**config.mk**
```make
export PLATFORM = sky130hd
export DESIGN_NAME = alu_arbiter_flat
export DESIGN_NICKNAME = d
export VERILOG_FILES = /design/src/rtl/alu_pkg.sv /design/src/rtl/alu_arbiter_if.sv /design/src/rtl/alu_arbiter_alu.sv /design/src/rtl/alu_arbiter.sv /design/src/flat_wrapper.sv
export SDC_FILE = /design/constraint.sdc
export NUM_CORES = 1
export LEC_CHECK = 0
export BUFFER_PORTS_ARGS = -buffer_cell sky130_fd_sc_hd__buf_2
export CAP_MARGIN = 10
export CORE_MARGIN = 4
export CORE_UTILIZATION = 40
export DETAILED_ROUTE_END_ITERATION = 10
export GPL_ROUTABILITY_DRIVEN = 0
export HOLD_SLACK_MARGIN = 0.03
export PLACE_DENSITY_LB_ADDON = 0.1
export SYNTH_ARGS = -nofsm -noshare
export SYNTH_HDL_FRONTEND = slang
export SYNTH_SLANG_ARGS = --single-unit
export TNS_END_PERCENT = 1
```
**constraint.sdc**
```tcl
create_clock -name clk -period 4.7 [get_ports clk]
set_input_delay 0.94 -clock clk [delete_from_list [all_inputs] [get_ports clk]]
set_output_delay 0.94 -clock clk [all_outputs]
set_load 0.01 [all_outputs]
```
**src/rtl/alu_pkg.sv**
```systemverilog
// Shared types and constants for the ALU arbiter slice.
//   arb_state_t : arbiter FSM state
//   ALU_*       : ALUControl encodings ([3]=logic op, [0]=subtract / logic select)
//   NZCV_*      : bit positions inside a 4-bit NZCV flag vector
package alu_pkg;

    typedef enum logic [1:0] {
        IDLE = 2'd0,
        EXEC = 2'd1,
        RESP = 2'd2
    } arb_state_t;

    // Arithmetic: [3]=0, [0] selects subtract, [2:1] ignored.
    // Logic: [3]=1, [1:0] selects AND/OR/XOR/BIC, [2] inverts the result.
    localparam logic [3:0] ALU_ADD = 4'b0000;
    localparam logic [3:0] ALU_SUB = 4'b0001;
    localparam logic [3:0] ALU_AND = 4'b1000;
    localparam logic [3:0] ALU_OR  = 4'b1001;
    localparam logic [3:0] ALU_XOR = 4'b1010;
    localparam logic [3:0] ALU_BIC = 4'b1011;
    localparam logic [3:0] ALU_NOR = 4'b1101;

    localparam int ALU_LOGIC_BIT = 3;
    localparam int ALU_INV_BIT   = 2;
    localparam int ALU_SUB_BIT   = 0;

    localparam int NZCV_N = 3;
    localparam int NZCV_Z = 2;
    localparam int NZCV_C = 1;
    localparam int NZCV_V = 0;

endpackage

```
**src/rtl/alu_arbiter_if.sv**
```systemverilog
// Request/response bundle between the requesters and the ALU arbiter.
//   req_*  : per-requester request channel (valid/ready, operands, control, setflags)
//   rsp_*  : per-requester response valid/ready plus shared result/NZCV bus
// master = requester side, slave = arbiter side.
interface alu_arbiter_if #(
    parameter int N    = 32,
    parameter int NREQ = 2
);
    logic [NREQ-1:0]         req_valid;
    logic [NREQ-1:0]         req_ready;
    logic [NREQ-1:0][N-1:0]  req_a;
    logic [NREQ-1:0][N-1:0]  req_b;
    logic [NREQ-1:0][3:0]    req_ctrl;
    logic [NREQ-1:0]         req_setflags;
    logic [NREQ-1:0]         rsp_valid;
    logic [NREQ-1:0]         rsp_ready;
    logic [N-1:0]            rsp_result;
    logic [3:0]              rsp_nzcv;

    modport master (
        output req_valid, req_a, req_b, req_ctrl, req_setflags, rsp_ready,
        input  req_ready, rsp_valid, rsp_result, rsp_nzcv
    );

    modport slave (
        input  req_valid, req_a, req_b, req_ctrl, req_setflags, rsp_ready,
        output req_ready, rsp_valid, rsp_result, rsp_nzcv
    );
endinterface

```
**src/rtl/alu_arbiter_alu.sv**
```systemverilog
// Combinational N-bit ALU with NZCV flags.
//   a, b        : operands
//   alu_control : operation select (see alu_pkg encodings)
//   result      : N-bit result, no width extension
//   nzcv        : {negative, zero, carry-out, signed overflow}; C=V=0 for logic ops
module alu_arbiter_alu
    import alu_pkg::*;
#(
    parameter int N = 32
) (
    input  logic [N-1:0] a,
    input  logic [N-1:0] b,
    input  logic [3:0]   alu_control,
    output logic [N-1:0] result,
    output logic [3:0]   nzcv
);
    logic         sub;
    logic [N-1:0] b_eff;
    logic [N:0]   sum;
    logic [N-1:0] logic_raw;
    logic [N-1:0] logic_res;
    logic         carry;
    logic         overflow;

    always_comb begin
        sub   = alu_control[ALU_SUB_BIT];
        // Subtract as a + ~b + 1 so carry-out means "no borrow".
        b_eff = sub ? ~b : b;
        sum   = {1'b0, a} + {1'b0, b_eff} + {{N{1'b0}}, sub};

        case (alu_control[1:0])
            2'b00:   logic_raw = a & b;
            2'b01:   logic_raw = a | b;
            2'b10:   logic_raw = a ^ b;
            default: logic_raw = a & ~b;
        endcase
        logic_res = alu_control[ALU_INV_BIT] ? ~logic_raw : logic_raw;

        if (alu_control[ALU_LOGIC_BIT]) begin
            result   = logic_res;
            carry    = 1'b0;
            overflow = 1'b0;
        end else begin
            result   = sum[N-1:0];
            carry    = sum[N];
            // Overflow when effective operand signs agree but the sum sign differs.
            overflow = ~(a[N-1] ^ b[N-1] ^ sub) & (a[N-1] ^ sum[N-1]);
        end

        nzcv         = '0;
        nzcv[NZCV_N] = result[N-1];
        nzcv[NZCV_Z] = ~|result;
        nzcv[NZCV_C] = carry;
        nzcv[NZCV_V] = overflow;
    end
endmodule

```
**src/rtl/alu_arbiter.sv**
```systemverilog
// Shares one ALU between two requesters with round-robin grant and a single
// operation in flight. Accept at cycle t, response valid at t+2.
//   clk, rst_n : clock, asynchronous active-low reset
//   bus        : alu_arbiter_if slave modport (request/response channels)
//   flags_q    : per-requester NZCV registers, written on response handshake
//                when the op was issued with setflags
module alu_arbiter
    import alu_pkg::*;
#(
    parameter int N    = 32,
    parameter int NREQ = 2
) (
    input  logic                  clk,
    input  logic                  rst_n,
    alu_arbiter_if.slave          bus,
    output logic [NREQ-1:0][3:0]  flags_q
);
    typedef struct packed {
        logic [N-1:0] a;
        logic [N-1:0] b;
        logic [3:0]   ctrl;
        logic         setflags;
        logic         gnt;
    } op_t;

    arb_state_t     state_q, state_d;
    op_t            op_q;
    logic           last_grant;
    logic [N-1:0]   rsp_result_q;
    logic [3:0]     rsp_nzcv_q;

    logic            pick_any, pick_idx;
    logic            grant, rsp_load, flag_we;
    logic [NREQ-1:0] req_ready, rsp_valid;
    logic [N-1:0]    alu_result;
    logic [3:0]      alu_nzcv;

    // The single shared ALU always looks at the latched op.
    alu_arbiter_alu #(.N(N)) u_alu (
        .a           (op_q.a),
        .b           (op_q.b),
        .alu_control (op_q.ctrl),
        .result      (alu_result),
        .nzcv        (alu_nzcv)
    );

    // Round-robin pick: on contention the requester not granted last time wins.
    always_comb begin
        pick_any = |bus.req_valid;
        pick_idx = 1'b0;
        if (bus.req_valid[0] && bus.req_valid[1]) pick_idx = ~last_grant;
        else if (bus.req_valid[1])                pick_idx = 1'b1;
    end

    always_comb begin
        state_d   = state_q;
        req_ready = '0;
        rsp_valid = '0;
        grant     = 1'b0;
        rsp_load  = 1'b0;
        flag_we   = 1'b0;
        case (state_q)
            IDLE: begin
                if (pick_any) begin
                    req_ready[pick_idx] = 1'b1;
                    grant               = 1'b1;
                    state_d             = EXEC;
                end
            end
            EXEC: begin
                rsp_load = 1'b1;
                state_d  = RESP;
            end
            RESP: begin
                rsp_valid[op_q.gnt] = 1'b1;
                if (bus.rsp_ready[op_q.gnt]) begin
                    flag_we = op_q.setflags;
                    // Back-to-back: next op is accepted in the handshake cycle.
                    if (pick_any) begin
                        req_ready[pick_idx] = 1'b1;
                        grant               = 1'b1;
                        state_d             = EXEC;
                    end else begin
                        state_d = IDLE;
                    end
                end
            end
            default: state_d = IDLE;
        endcase
    end

    always_ff @(posedge clk or negedge rst_n) begin
        if (!rst_n) begin
            state_q      <= IDLE;
            op_q         <= '0;
            last_grant   <= 1'b1;
            rsp_result_q <= '0;
            rsp_nzcv_q   <= '0;
            flags_q      <= '0;
        end else begin
            state_q <= state_d;
            if (grant) begin
                op_q.a        <= bus.req_a[pick_idx];
                op_q.b        <= bus.req_b[pick_idx];
                op_q.ctrl     <= bus.req_ctrl[pick_idx];
                op_q.setflags <= bus.req_setflags[pick_idx];
                op_q.gnt      <= pick_idx;
                last_grant    <= pick_idx;
            end
            if (rsp_load) begin
                rsp_result_q <= alu_result;
                rsp_nzcv_q   <= alu_nzcv;
            end
            // op_q.gnt still names the completing op here even if a new grant
            // lands in the same cycle (op_q updates at this same edge).
            if (flag_we) flags_q[op_q.gnt] <= rsp_nzcv_q;
        end
    end

    assign bus.req_ready  = req_ready;
    assign bus.rsp_valid  = rsp_valid;
    assign bus.rsp_result = rsp_result_q;
    assign bus.rsp_nzcv   = rsp_nzcv_q;
endmodule

```
**src/flat_wrapper.sv**
```systemverilog
// flat-port wrapper written by rule: the top's interface ports become plain ports
module alu_arbiter_flat import alu_pkg::*;
#(
    parameter int N    = 32,
    parameter int NREQ = 2
)
  (clk, rst_n, flags_q, bus_req_valid, bus_req_a, bus_req_b, bus_req_ctrl, bus_req_setflags, bus_rsp_ready, bus_req_ready, bus_rsp_valid, bus_rsp_result, bus_rsp_nzcv);
  alu_arbiter_if #(.N(N), .NREQ(NREQ)) bus_i ();
  input  logic clk;
  input  logic rst_n;
  output logic [NREQ-1:0][3:0] flags_q;
  input wire logic [$bits(bus_i.req_valid)-1:0] bus_req_valid;
  input wire logic [$bits(bus_i.req_a)-1:0] bus_req_a;
  input wire logic [$bits(bus_i.req_b)-1:0] bus_req_b;
  input wire logic [$bits(bus_i.req_ctrl)-1:0] bus_req_ctrl;
  input wire logic [$bits(bus_i.req_setflags)-1:0] bus_req_setflags;
  input wire logic [$bits(bus_i.rsp_ready)-1:0] bus_rsp_ready;
  output wire logic [$bits(bus_i.req_ready)-1:0] bus_req_ready;
  output wire logic [$bits(bus_i.rsp_valid)-1:0] bus_rsp_valid;
  output wire logic [$bits(bus_i.rsp_result)-1:0] bus_rsp_result;
  output wire logic [$bits(bus_i.rsp_nzcv)-1:0] bus_rsp_nzcv;
  assign bus_i.req_valid = bus_req_valid;
  assign bus_i.req_a = bus_req_a;
  assign bus_i.req_b = bus_req_b;
  assign bus_i.req_ctrl = bus_req_ctrl;
  assign bus_i.req_setflags = bus_req_setflags;
  assign bus_i.rsp_ready = bus_rsp_ready;
  assign bus_req_ready = bus_i.req_ready;
  assign bus_rsp_valid = bus_i.rsp_valid;
  assign bus_rsp_result = bus_i.rsp_result;
  assign bus_rsp_nzcv = bus_i.rsp_nzcv;
  alu_arbiter #(.N(N), .NREQ(NREQ)) u_core (.clk(clk), .rst_n(rst_n), .bus(bus_i), .flags_q(flags_q));
endmodule
```
Word level (Yosys, flattened, before mapping)
Cells that the tools add are included.
{"block": "word_totals", "out_inout_bits": 48, "register_bits": 117, "input_bits": 144}
{"block": "op_classes", "n_bitwise": 12, "n_addsub": 2, "n_lt_le_gt_ge": 4, "n_reduce_logical": 9, "n_mux": 39, "n_eq_ne": 6}
{"operator": "32-bit two-way mux", "count": 7}
{"operator": "32-bit case mux with 3 select lines", "count": 1}
{"operator": "32-bit AND", "count": 2}
{"operator": "32-bit NOT", "count": 2}
{"operator": "32-bit by 32-bit adder with 33-bit output", "count": 1}
{"operator": "33-bit by 1-bit adder with 33-bit output", "count": 1}
{"operator": "32-bit OR", "count": 1}
{"operator": "32-bit OR reduction", "count": 1}
{"operator": "32-bit bitwise XOR", "count": 1}
{"operator": "1-bit two-way mux", "count": 16}
{"operator": "4-bit two-way mux", "count": 3}
{"operator": "2-bit two-way mux", "count": 5}
{"operator": "8-bit bitwise mux", "count": 1}
{"operator": "2-bit case mux with 3 select lines", "count": 1}
{"operator": "4-bit demux with 1-bit select", "count": 1}
{"operator": "2-bit by 1-bit equality test with 1-bit output, second input constant", "count": 2}
{"operator": "2-bit equality test, second input constant", "count": 2}
{"operator": "2-bit logical NOT", "count": 2}
{"operator": "1-bit by 2-bit < comparator with 1-bit output, second input constant", "count": 2}
{"operator": "2-bit by 1-bit != test with 1-bit output, second input constant", "count": 2}
{"operator": "2-bit case mux with 2 select lines", "count": 1}
{"operator": "1-bit logical AND", "count": 3}
{"operator": "1-bit bitwise XOR", "count": 3}
{"operator": "1-bit demux with 1-bit select", "count": 2}
{"operator": "7 further kinds", "count": 9}

Longest topological paths before layout
Gate-level depths: netlist (run 1).
{"block": "logic_depth", "depth_word": 9, "ltp_mapped": 18, "mapped_depth_nobuf": 14}

By module
Synthesis (run 1) repeated with hierarchy kept, for this count alone.
{"block": "unflattened", "cells_unflattened": 1116, "area_unflattened_um2": 10018.4}
{"module": "alu_arbiter", "instances": 1, "area_per_inst_um2": 5022.3, "cells_per_inst": 366, "seq_area_each_um2": 2929.1}
{"module": "alu_arbiter_alu", "instances": 1, "area_per_inst_um2": 4996.0, "cells_per_inst": 750, "seq_area_each_um2": 0.0}

Least setup slack after synthesis (run 1)
Ideal clock, no wire load.
{"block": "synth_timing", "kind": "reg-to-reg", "from": "register u_core.op_q[2] (netlist bit)", "to": "register u_core.rsp_nzcv_q[2], in the netlist u_core.bus.rsp_nzcv[2]", "arrival_time_ns": 3.601, "setup_time_ns": 0.092, "slack_ns": 1.007, "required_time_ns": 4.608, "synth_period_minus_slack_ns": 3.693, "stages_incl_launch_ff": 16, "cell_sequence": "dfrtp_1 -> buf_2 -> buf_1 -> xor2_1 -> ha_1 -> a21o_1 -> a21oi_1 -> or4b_4 -> a31oi_4 -> xor2_1 -> mux2i_1 -> nor4_1 -> nand4_1 -> nor4_1 -> nand4_1 -> o31ai_2"}
{"block": "synth_via", "elab_chain_cells": 7, "elab_cells_between_ends": 12, "classes_between": "add/sub: 2; eq/ne: 2; mux: 4; bitwise: 1; reduce/logical: 3"}
{"element": "from (decl)", "line": "alu_arbiter.sv:27", "rtl": "op_t op_q;"}
{"element": "branches (longest 4 deep; another with 32-bit by 32-bit adder with 33-bit output)"}
{"element": "32-bit two-way mux *", "line": "alu_arbiter_alu.sv:39", "rtl": "if (alu_control[ALU_LOGIC_BIT]) begin"}
{"element": "32-bit OR reduction *", "line": "alu_arbiter_alu.sv:52", "rtl": "nzcv[NZCV_Z] = ~|result;"}
{"element": "1-bit logical NOT *", "line": "alu_arbiter_alu.sv:52"}
{"element": "to (signal assigned)", "line": "alu_arbiter.sv:112", "rtl": "rsp_nzcv_q <= alu_nzcv;"}
{"element": "to (decl)", "line": "alu_arbiter.sv:30", "rtl": "logic [3:0] rsp_nzcv_q;"}
Mark *: on every way between the ends.
A chain may end at the register's enable or synchronous reset.

Final worst setup path (run 1)
Same ends and word-level chain as after synthesis.

==> impl_metrics.ini, run 1 <==
[outcome]
status = complete, no violations

[global_routing]
grt_pass1_wl_microns = 45000
grt_max_degree = 73
grt_pass1_vias = 7973
grt.total_usage = 0.215
antenna_found_initial = 0
grt-ovfl-total = 0

[synthesis]
ys_async_sr_fraction = 1.00
synth-edff-count = 0
yosysWarnings = 0
synth_cells = 1105
yosysTopAreaCell = dfrtp_1
seq_area_frac_synth = 0.312
netlist_top_cells_area = dfrtp_1 31%, ha_1 9.1%, a222oi_1 7.4%
synthesis.nets = 1318
postSynthAreaPerCell_sq_um = 8.42
synth-main-ff-cell = dfrtp_1
ys_types = 68
synth-seq-cells = 116
synthTopCellsByCount = 147 x inv_1, 126 x nand2_1, 115 x dfrtp_1
netlist.area_leader.share = 0.309
syn_area_sq_um = 9300
yosysMostFrequentCell = inv_1

[min_path]
min_to = u_core.bus.rsp_result[19]$_DFFE_PN0N_
min_path_type = flip-flop to flip-flop
hp-start = u_core.bus.rsp_result[19]$_DFFE_PN0N_
worst_hold_path.num_cells = 2

[route]
wl_per_cell_microns = 17.8
post-route-drc-count = 0
routed_wl_microns = 28000
drt_iter0_drc = 1182
vias_per_cell = 5.43
detailroute.via_count = 8578
ant_nets = 0
drtPass1Iterations = 11

[sta]
max_freq_ghz = 0.255
hold_viol = 0
relSlewSlack = 0.489
tns_ns = 0
drv_slew = 0
worstMarginPinSlew_ns = 0.767
rsz0062_at_grt = no
setup_viol = 0
skew_ns = 0.0245
fin_crit_sh = 0.835
fin_crit_ns = 3.93

[clock_tree]
numCtsBuffers = 17
ctsHoldBuffers = 0
clkSinkCount = 116
cts.repair.resized = 0
postCtsSetupBuffers = 0
clk_pin_slew_ns = 0.06
htreeDepth = 4
cts.path.max_buffers = 2
root_buffer = clkbuf_16
clock_latency_ns = 0.42
cts_tree = done

[floorplan]
rows = 55
io_pins = 192
die_area_sq_um = 25800
start_util = 0.408
chipHeight_microns = 160
die_w_microns = 160
core_area_sq_um = 22800

[placed_design]
place_area_sq_um = 10500
numPortBuffers = 191
dp.final_hpwl_microns = 21500

[cells_and_area]
antennaDiodeCount = 0
regArea_sq_um = 2910
multi_input_area_sq_um = 5550
drive_above_1_share = 0.212
layout-area-overhead-vs-synth_pct = 19.0
final_net_count = 1466
finalInstanceArea_sq_um = 11100
fillers = 2283

[worst_setup_path]
ff2ff_path_depth = 14
worstPathMaxFanout = 19
setup.worst_path.end_class = flip-flop
critPathArrivalTime_ns = 4.25
critical_path_class = flip-flop to flip-flop
r2r_setup_slack_ns = 0.77
r2r_start = u_core.op_q[2]$_DFFE_PN0P_
critPathRequiredTime_ns = 5.02
regToRegEndpoint = u_core.bus.rsp_nzcv[2]$_DFFE_PN0N_
start_kind = flip-flop

[job]
cap_viol_max_count = 0
[flip-flops by register name (all words and copies together) (netlist names)]
signal                 cells
u_core.bus.rsp_nzcv        3
u_core.last_grant          1
u_core.state_q             2
u_core.op_q               70
u_core.flags_q             8
u_core.bus.rsp_result     32
[layout by cell type (no fill, tap or decap), types with 7 or more instances in the layout]
cell	n
nor4_1	7
nand2_1	126
o21ai_0	61
ha_1	67
and3_1	8
a21oi_1	61
nor3_1	19
mux2i_1	16
a222oi_1	69
dfrtp_1	113
a21o_1	17
buf_2	190
nand3_1	14
a31oi_1	9
o21a_1	8
clkbuf_16	17
inv_1	147
xnor2_1	45
xor2_1	75
o31ai_1	11
a2bb2oi_1	8
mux2_2	14
nor2_1	46
buf_4	14
[critical path: stages, from the launching register on]
cell     delay (ns)
dfrtp_2        0.68
buf_4          0.38
xor2_1         0.11
ha_1           0.40
a21o_1         0.20
a31o_2         0.20
a21o_1         0.18
a31oi_1        0.27
nand3_1        0.12
a31o_2         0.27
nor4_1         0.22
nand4_1        0.17
nor4_1         0.29
nand4_1        0.15
o31ai_2        0.18
[layer usage]
metal  part of all wire  global-route usage
met1               0.54               0.366
met2               0.38               0.272
met3              0.074              0.0436
met4             0.0051              0.0356
met5                  0                   0
[layout make-up]
class                   instances  area share
inverters                     148      0.0502
clock inverters                13      0.0145
well taps                     313      0.0354
repair buffers                205      0.0972
multi-input cells             765       0.501
clock buffers                  19      0.0391
flip-flops and latches        116       0.263
[cell families after synthesis]
kind of cell	Yosys count	share of synthesized area
simple gates	252	0.122
flops	116	0.312
compound gates	293	0.230
xor+xnor	120	0.113
mux	31	0.0366
buf+inv	224	0.0932
fa+ha+maj	69	0.0936
[through the flow]
| stage | hold slack (ns) | worst slack, ns | cells | util |
|---|---|---|---|---|
| final | 0.470 | 0.775 | 1579 | 0.486 |
| after global routing | 0.496 | 0.371 | 1579 | 0.486 |
| after CTS | 0.477 | 0.749 | 1579 | 0.486 |
| after detailed placement | 0.463 | 0.786 | 1547 | 0.460 |
| after global placement | 0.457 | 0.799 | 1547 | 0.460 |
| after floorplan | 0.465 | 1.01 | 1105 | - |
[worst max path at each step]
stage | startpoint | end | slack, ns | cells past startpoint
5_1_grt | u_core.op_q[2]$_DFFE_PN0P_ | u_core.bus.rsp_nzcv[2]$_DFFE_PN0N_ | 0.37 | 14
6_report | u_core.op_q[2]$_DFFE_PN0P_ | u_core.bus.rsp_nzcv[2]$_DFFE_PN0N_ | 0.77 | 14
3_3_place_gp | u_core.op_q[2]$_DFFE_PN0P_ | u_core.bus.rsp_nzcv[2]$_DFFE_PN0N_ | 0.80 | 14
2_1_floorplan | u_core.op_q[2]$_DFFE_PN0P_ | u_core.bus.rsp_nzcv[2]$_DFFE_PN0N_ | 1.01 | 15
4_1_cts | u_core.op_q[2]$_DFFE_PN0P_ | u_core.bus.rsp_nzcv[2]$_DFFE_PN0N_ | 0.75 | 14
3_5_place_dp | u_core.op_q[2]$_DFFE_PN0P_ | u_core.bus.rsp_nzcv[2]$_DFFE_PN0N_ | 0.79 | 14
Power of run 1 is left out: the tool's default activity adds up to more than one toggle a clock period on the data nets, which glitch-free logic cannot reach.
==> run 2: changes to the inputs <==
- clock period: 4.7 -> 3.4 ns (I/O delays scaled with it)
==> impl_metrics.ini, run 2 (synthesis results as in run 1) <==
[route]
post-route-drc-count = 0
detailroute.via_count = 9097
wl_per_cell_microns = 17.2
drtPass1Iterations = 10
ant_nets = 0
drt_iter0_drc = 896
vias_per_cell = 5.30
routed_wl_microns = 29500

[sta]
worst_slack_ns = -0.0974
whs_ns = 0.0852
drv_slew = 0
fin_crit_sh = 1.03
relSlewSlack = 0.460
rsz0062_at_grt = yes
max_freq_ghz = 0.286
hold_viol = 0
setup_viol = 2
worstMarginPinSlew_ns = 0.810
fin_crit_ns = 3.50
skew_ns = 0.0173

[clock_tree]
root_buffer = clkbuf_16
postCtsSetupBuffers = 0
clock_latency_ns = 0.43
clkSinkCount = 116
numCtsBuffers = 17
cts_tree = done
clk_pin_slew_ns = 0.06
cts.path.max_buffers = 2
htreeDepth = 4

[floorplan]
die_area_sq_um = 25800
core_area_sq_um = 22800
rows = 55
chipHeight_microns = 160
start_util = 0.408
die_w_microns = 160
io_pins = 192

[placed_design]
place_area_sq_um = 11600
place.detailed.instances = 1685
place_ws_ns = -0.266
dp.final_hpwl_microns = 23200
numPortBuffers = 191

[global_routing]
grt_pass1_vias = 8638
grt_max_degree = 70
grt.total_usage = 0.227
antenna_found_initial = 0
grt-ovfl-total = 0
grt_pass1_wl_microns = 47600

[worst_setup_path]
r2r_setup_slack_ns = -0.1
critPathRequiredTime_ns = 3.73
worstPathMaxFanout = 13
critical_path_class = flip-flop to flip-flop
crit_start = u_core.op_q[2]$_DFFE_PN0P_
regToRegEndpoint = u_core.bus.rsp_nzcv[2]$_DFFE_PN0N_
ff2ff_path_depth = 14
r2r_start = u_core.op_q[2]$_DFFE_PN0P_
setup.worst_path.end_class = flip-flop
critPathArrivalTime_ns = 3.83
start_kind = flip-flop

[cells_and_area]
final_common_cell = buf_2
layout-area-overhead-vs-synth_pct = 31.9
top_register = u_core.op_q
largest_register_ffs = 70
final_net_count = 1604
final_cell_mix = 190 x buf_2, 150 x buf_4, 147 x inv_1
drive_above_1_share = 0.306
finalInstanceArea_sq_um = 12300
instances_no_fill = 1718

[job]
cap_viol_max_count = 0

[outcome]
violations = negative setup slack
status = complete, but fails checks

[min_path]
min_path_type = input pin to asynchronous set/reset pin
==> run 2: cell type report <==
| class | instances | area, sq um |
|---|---|---|
| Fill cell | 2162 | 10500 |
| Multi-Input combinational cell | 765 | 5680 |
| Sequential cell | 116 | 2910 |
| Timing Repair Buffer | 343 | 2140 |
| Inverter | 148 | 556 |
| Clock buffer | 19 | 443 |
| Tap cell | 313 | 392 |
| Clock inverter | 13 | 149 |
| Antenna cell | 1 | 2.50 |
==> run 2: layer usage <==
metal  global-route usage  up-vias  wire, microns
met1                0.380     4239          15900
met4               0.0469        0            333
met2                0.296      357          11100
li1                     -     4476              -
met3               0.0405       25           2210
met5                    0        -              0
==> run 2: worst max-delay path by stage <==
stage / end / slack [ns]
4_1_cts: u_core.bus.rsp_nzcv[2]$_DFFE_PN0N_ / -0.16
3_5_place_dp: u_core.bus.rsp_nzcv[2]$_DFFE_PN0N_ / -0.27
5_1_grt: u_core.bus.rsp_nzcv[2]$_DFFE_PN0N_ / -0.31
6_report: u_core.bus.rsp_nzcv[2]$_DFFE_PN0N_ / -0.1
3_3_place_gp: u_core.bus.rsp_nzcv[2]$_DFFE_PN0N_ / -0.22
2_1_floorplan: u_core.bus.rsp_nzcv[2]$_DFFE_PN0N_ / -0.008
==> run 2: worst max-delay path: stages, from the launching register on <==
cell and delay (ns):
dfrtp_2 0.43, buf_4 0.20, xor2_1 0.17, ha_1 0.35, a21o_1 0.19, a31o_2 0.21, a21o_1 0.19, a31oi_2 0.23
nand3_1 0.11, a31o_2 0.29, nor4_4 0.26, nand4_1 0.16, nor4_2 0.26, nand4_1 0.15, o31ai_2 0.20
==> run 2: per-stage QoR <==
step,utilization,setup TNS [ns]
floorplan,-,-0.00751
global placement,0.507,-0.232
detailed placement,0.507,-0.386
CTS,0.536,-0.213
global route,0.538,-1.38
finish,0.538,-0.141
==> run 2: what timing repair did <==
| item | in CTS | in global routing |
|---|---|---|
| gates resized for setup | 14 | 13 |
| pin swaps | 3 | 1 |
| hold buffers | 0 | 0 |
| setup endpoints to repair | 5 | 10 |
Power of run 2 is left out for the same reason.
==> run 3: changes to the inputs <==
- ABC_CLOCK_PERIOD_IN_PS: default -> 3400
- CELL_PAD_IN_SITES_DETAIL_PLACEMENT: default -> 1
- CELL_PAD_IN_SITES_GLOBAL_PLACEMENT: default -> 1
- CORE_UTILIZATION: 40 -> 38
==> impl_metrics.ini, run 3 (synthesis results as in run 1) <==
[worst_setup_path]
setup.worst_path.end_class = flip-flop
path_cells = buf_4, xor2_1, ha_1, nand4_1, o21ai_2, or4b_4, nand3_4, nand3_1, a31o_2, nor4_2, nand4_1, nor4_2, nand4_1, o31ai_2
critPathRequiredTime_ns = 3.73
start_kind = flip-flop
critPathArrivalTime_ns = 3.89
cp_slowest_cell = or4b_4
worstPathMaxFanout = 6
critical_path_class = flip-flop to flip-flop
path_buf_inv = 1
cp_top_family = simple AND/OR/NAND/NOR gates
slowest_delay_ns = 0.58
cpMostUsedCell = nand4_1

[clock_tree]
cts.path.max_buffers = 2
numCtsBuffers = 17
clock_latency_ns = 0.43
clk_pin_slew_ns = 0.07
cts_tree = done
htreeDepth = 4
root_buffer = clkbuf_16
clkSinkCount = 116
ctsHoldBuffers = 0

[sta]
whs_ns = 0.0795
worstMarginPinSlew_ns = 0.912
worst_slack_ns = -0.167
hold_viol = 0
fin_crit_ns = 3.57
skew_ns = 0.0156
relSlewSlack = 0.392
max_freq_ghz = 0.280
tns_ns = -0.323
drv_slew = 0
rsz0062_at_grt = yes
setup_viol = 4
fin_crit_sh = 1.05

[cells_and_area]
postLayoutCoreUtil = 0.519
largest_register_ffs = 70
antennaDiodeCount = 0
top_register = u_core.op_q
drive_above_1_share = 0.310
final_net_count = 1608
final_common_cell = buf_2
final_cell_mix = 190 x buf_2, 151 x buf_4, 147 x inv_1
layout-area-overhead-vs-synth_pct = 32.6

[floorplan]
die_area_sq_um = 27000
core_area_sq_um = 23800
start_util = 0.392
rows = 56
io_pins = 192
chipHeight_microns = 164
die_w_microns = 164

[route]
vias_per_cell = 5.51
wl_per_cell_microns = 19.9
routed_wl_microns = 34300
drt_iter0_drc = 895
ant_nets = 0
drtPass1Iterations = 9
detailroute.via_count = 9509
post-route-drc-count = 0

[global_routing]
grt_pass1_wl_microns = 53800
grt-ovfl-total = 0
grt_pass1_vias = 9642
grt_max_degree = 72
grt.total_usage = 0.253
antenna_found_initial = 0

[placed_design]
dp.final_hpwl_microns = 26600
numPortBuffers = 191

[outcome]
status = complete, but fails checks
violations = negative setup slack

[job]
cap_viol_max_count = 0

[min_path]
min_path_type = input pin to asynchronous set/reset pin
-- run 3: path summary, 6_finish.rpt --
check / from / endpoint / slack [ns] / cells past startpoint
max: u_core.op_q[2]$_DFFE_PN0P_ / u_core.bus.rsp_nzcv[2]$_DFFE_PN0N_ / -0.17 / 14
min: rst_n / u_core.op_q[11]$_DFFE_PN0P_ / 0.08 / 1
max reg2reg: u_core.op_q[2]$_DFFE_PN0P_ / u_core.bus.rsp_nzcv[2]$_DFFE_PN0N_ / -0.17 / 14
min reg2reg: u_core.bus.rsp_result[17]$_DFFE_PN0N_ / u_core.bus.rsp_result[17]$_DFFE_PN0N_ / 0.47 / 2
max in group asynchronous: rst_n / u_core.op_q[23]$_DFFE_PN0P_ / 2.44 / 2
min in group clk: u_core.bus.rsp_result[17]$_DFFE_PN0N_ / u_core.bus.rsp_result[17]$_DFFE_PN0N_ / 0.47 / 2
-- run 3: final cells by class --
type	instances	area (sq um)
sequential	116	2910
multi-input combinational	765	5680
timing repair buffer	347	2200
clock inverter	13	159
clock buffer	19	433
fill	2937	11400
inverter	148	556
tap	319	399
-- run 3: worst register-to-register path, cell delays in order (launching register included) --
cell and delay [ns]:
dfrtp_2 0.47, buf_4 0.18, xor2_1 0.14, ha_1 0.37, nand4_1 0.13, o21ai_2 0.07
or4b_4 0.59, nand3_4 0.10, nand3_1 0.08, a31o_2 0.28, nor4_2 0.28, nand4_1 0.18
nor4_2 0.25, nand4_1 0.14, o31ai_2 0.18
-- run 3: stage by stage --
stage | instance area, sq um | setup slack [ns] | cells
global placement | 11600 | -0.206 | 1693
finish | 12300 | -0.167 | 1727
CTS | 12300 | -0.154 | 1727
detailed placement | 11600 | -0.299 | 1693
global route | 12300 | -0.356 | 1727
floorplan | 9320 | -0.00751 | 1105
-- run 3: what timing repair did --
item,in CTS,in global routing
pin swaps,10,4
buffers inserted,2,0
setup endpoints to repair,9,10
gates resized for setup,23,10
-- run 3: metal layers --
| metal | share of wire | GRT usage | wire length [microns] | vias to the layer above |
|---|---|---|---|---|
| met4 | 0.0099 | 0.0541 | 338 | 0 |
| met2 | 0.42 | 0.358 | 14200 | 308 |
| li1 | - | - | - | 4494 |
| met5 | 0 | 0 | 0 | - |
| met1 | 0.51 | 0.405 | 17400 | 4679 |
| met3 | 0.067 | 0.0364 | 2300 | 28 |
Power of run 3 is left out for the same reason.
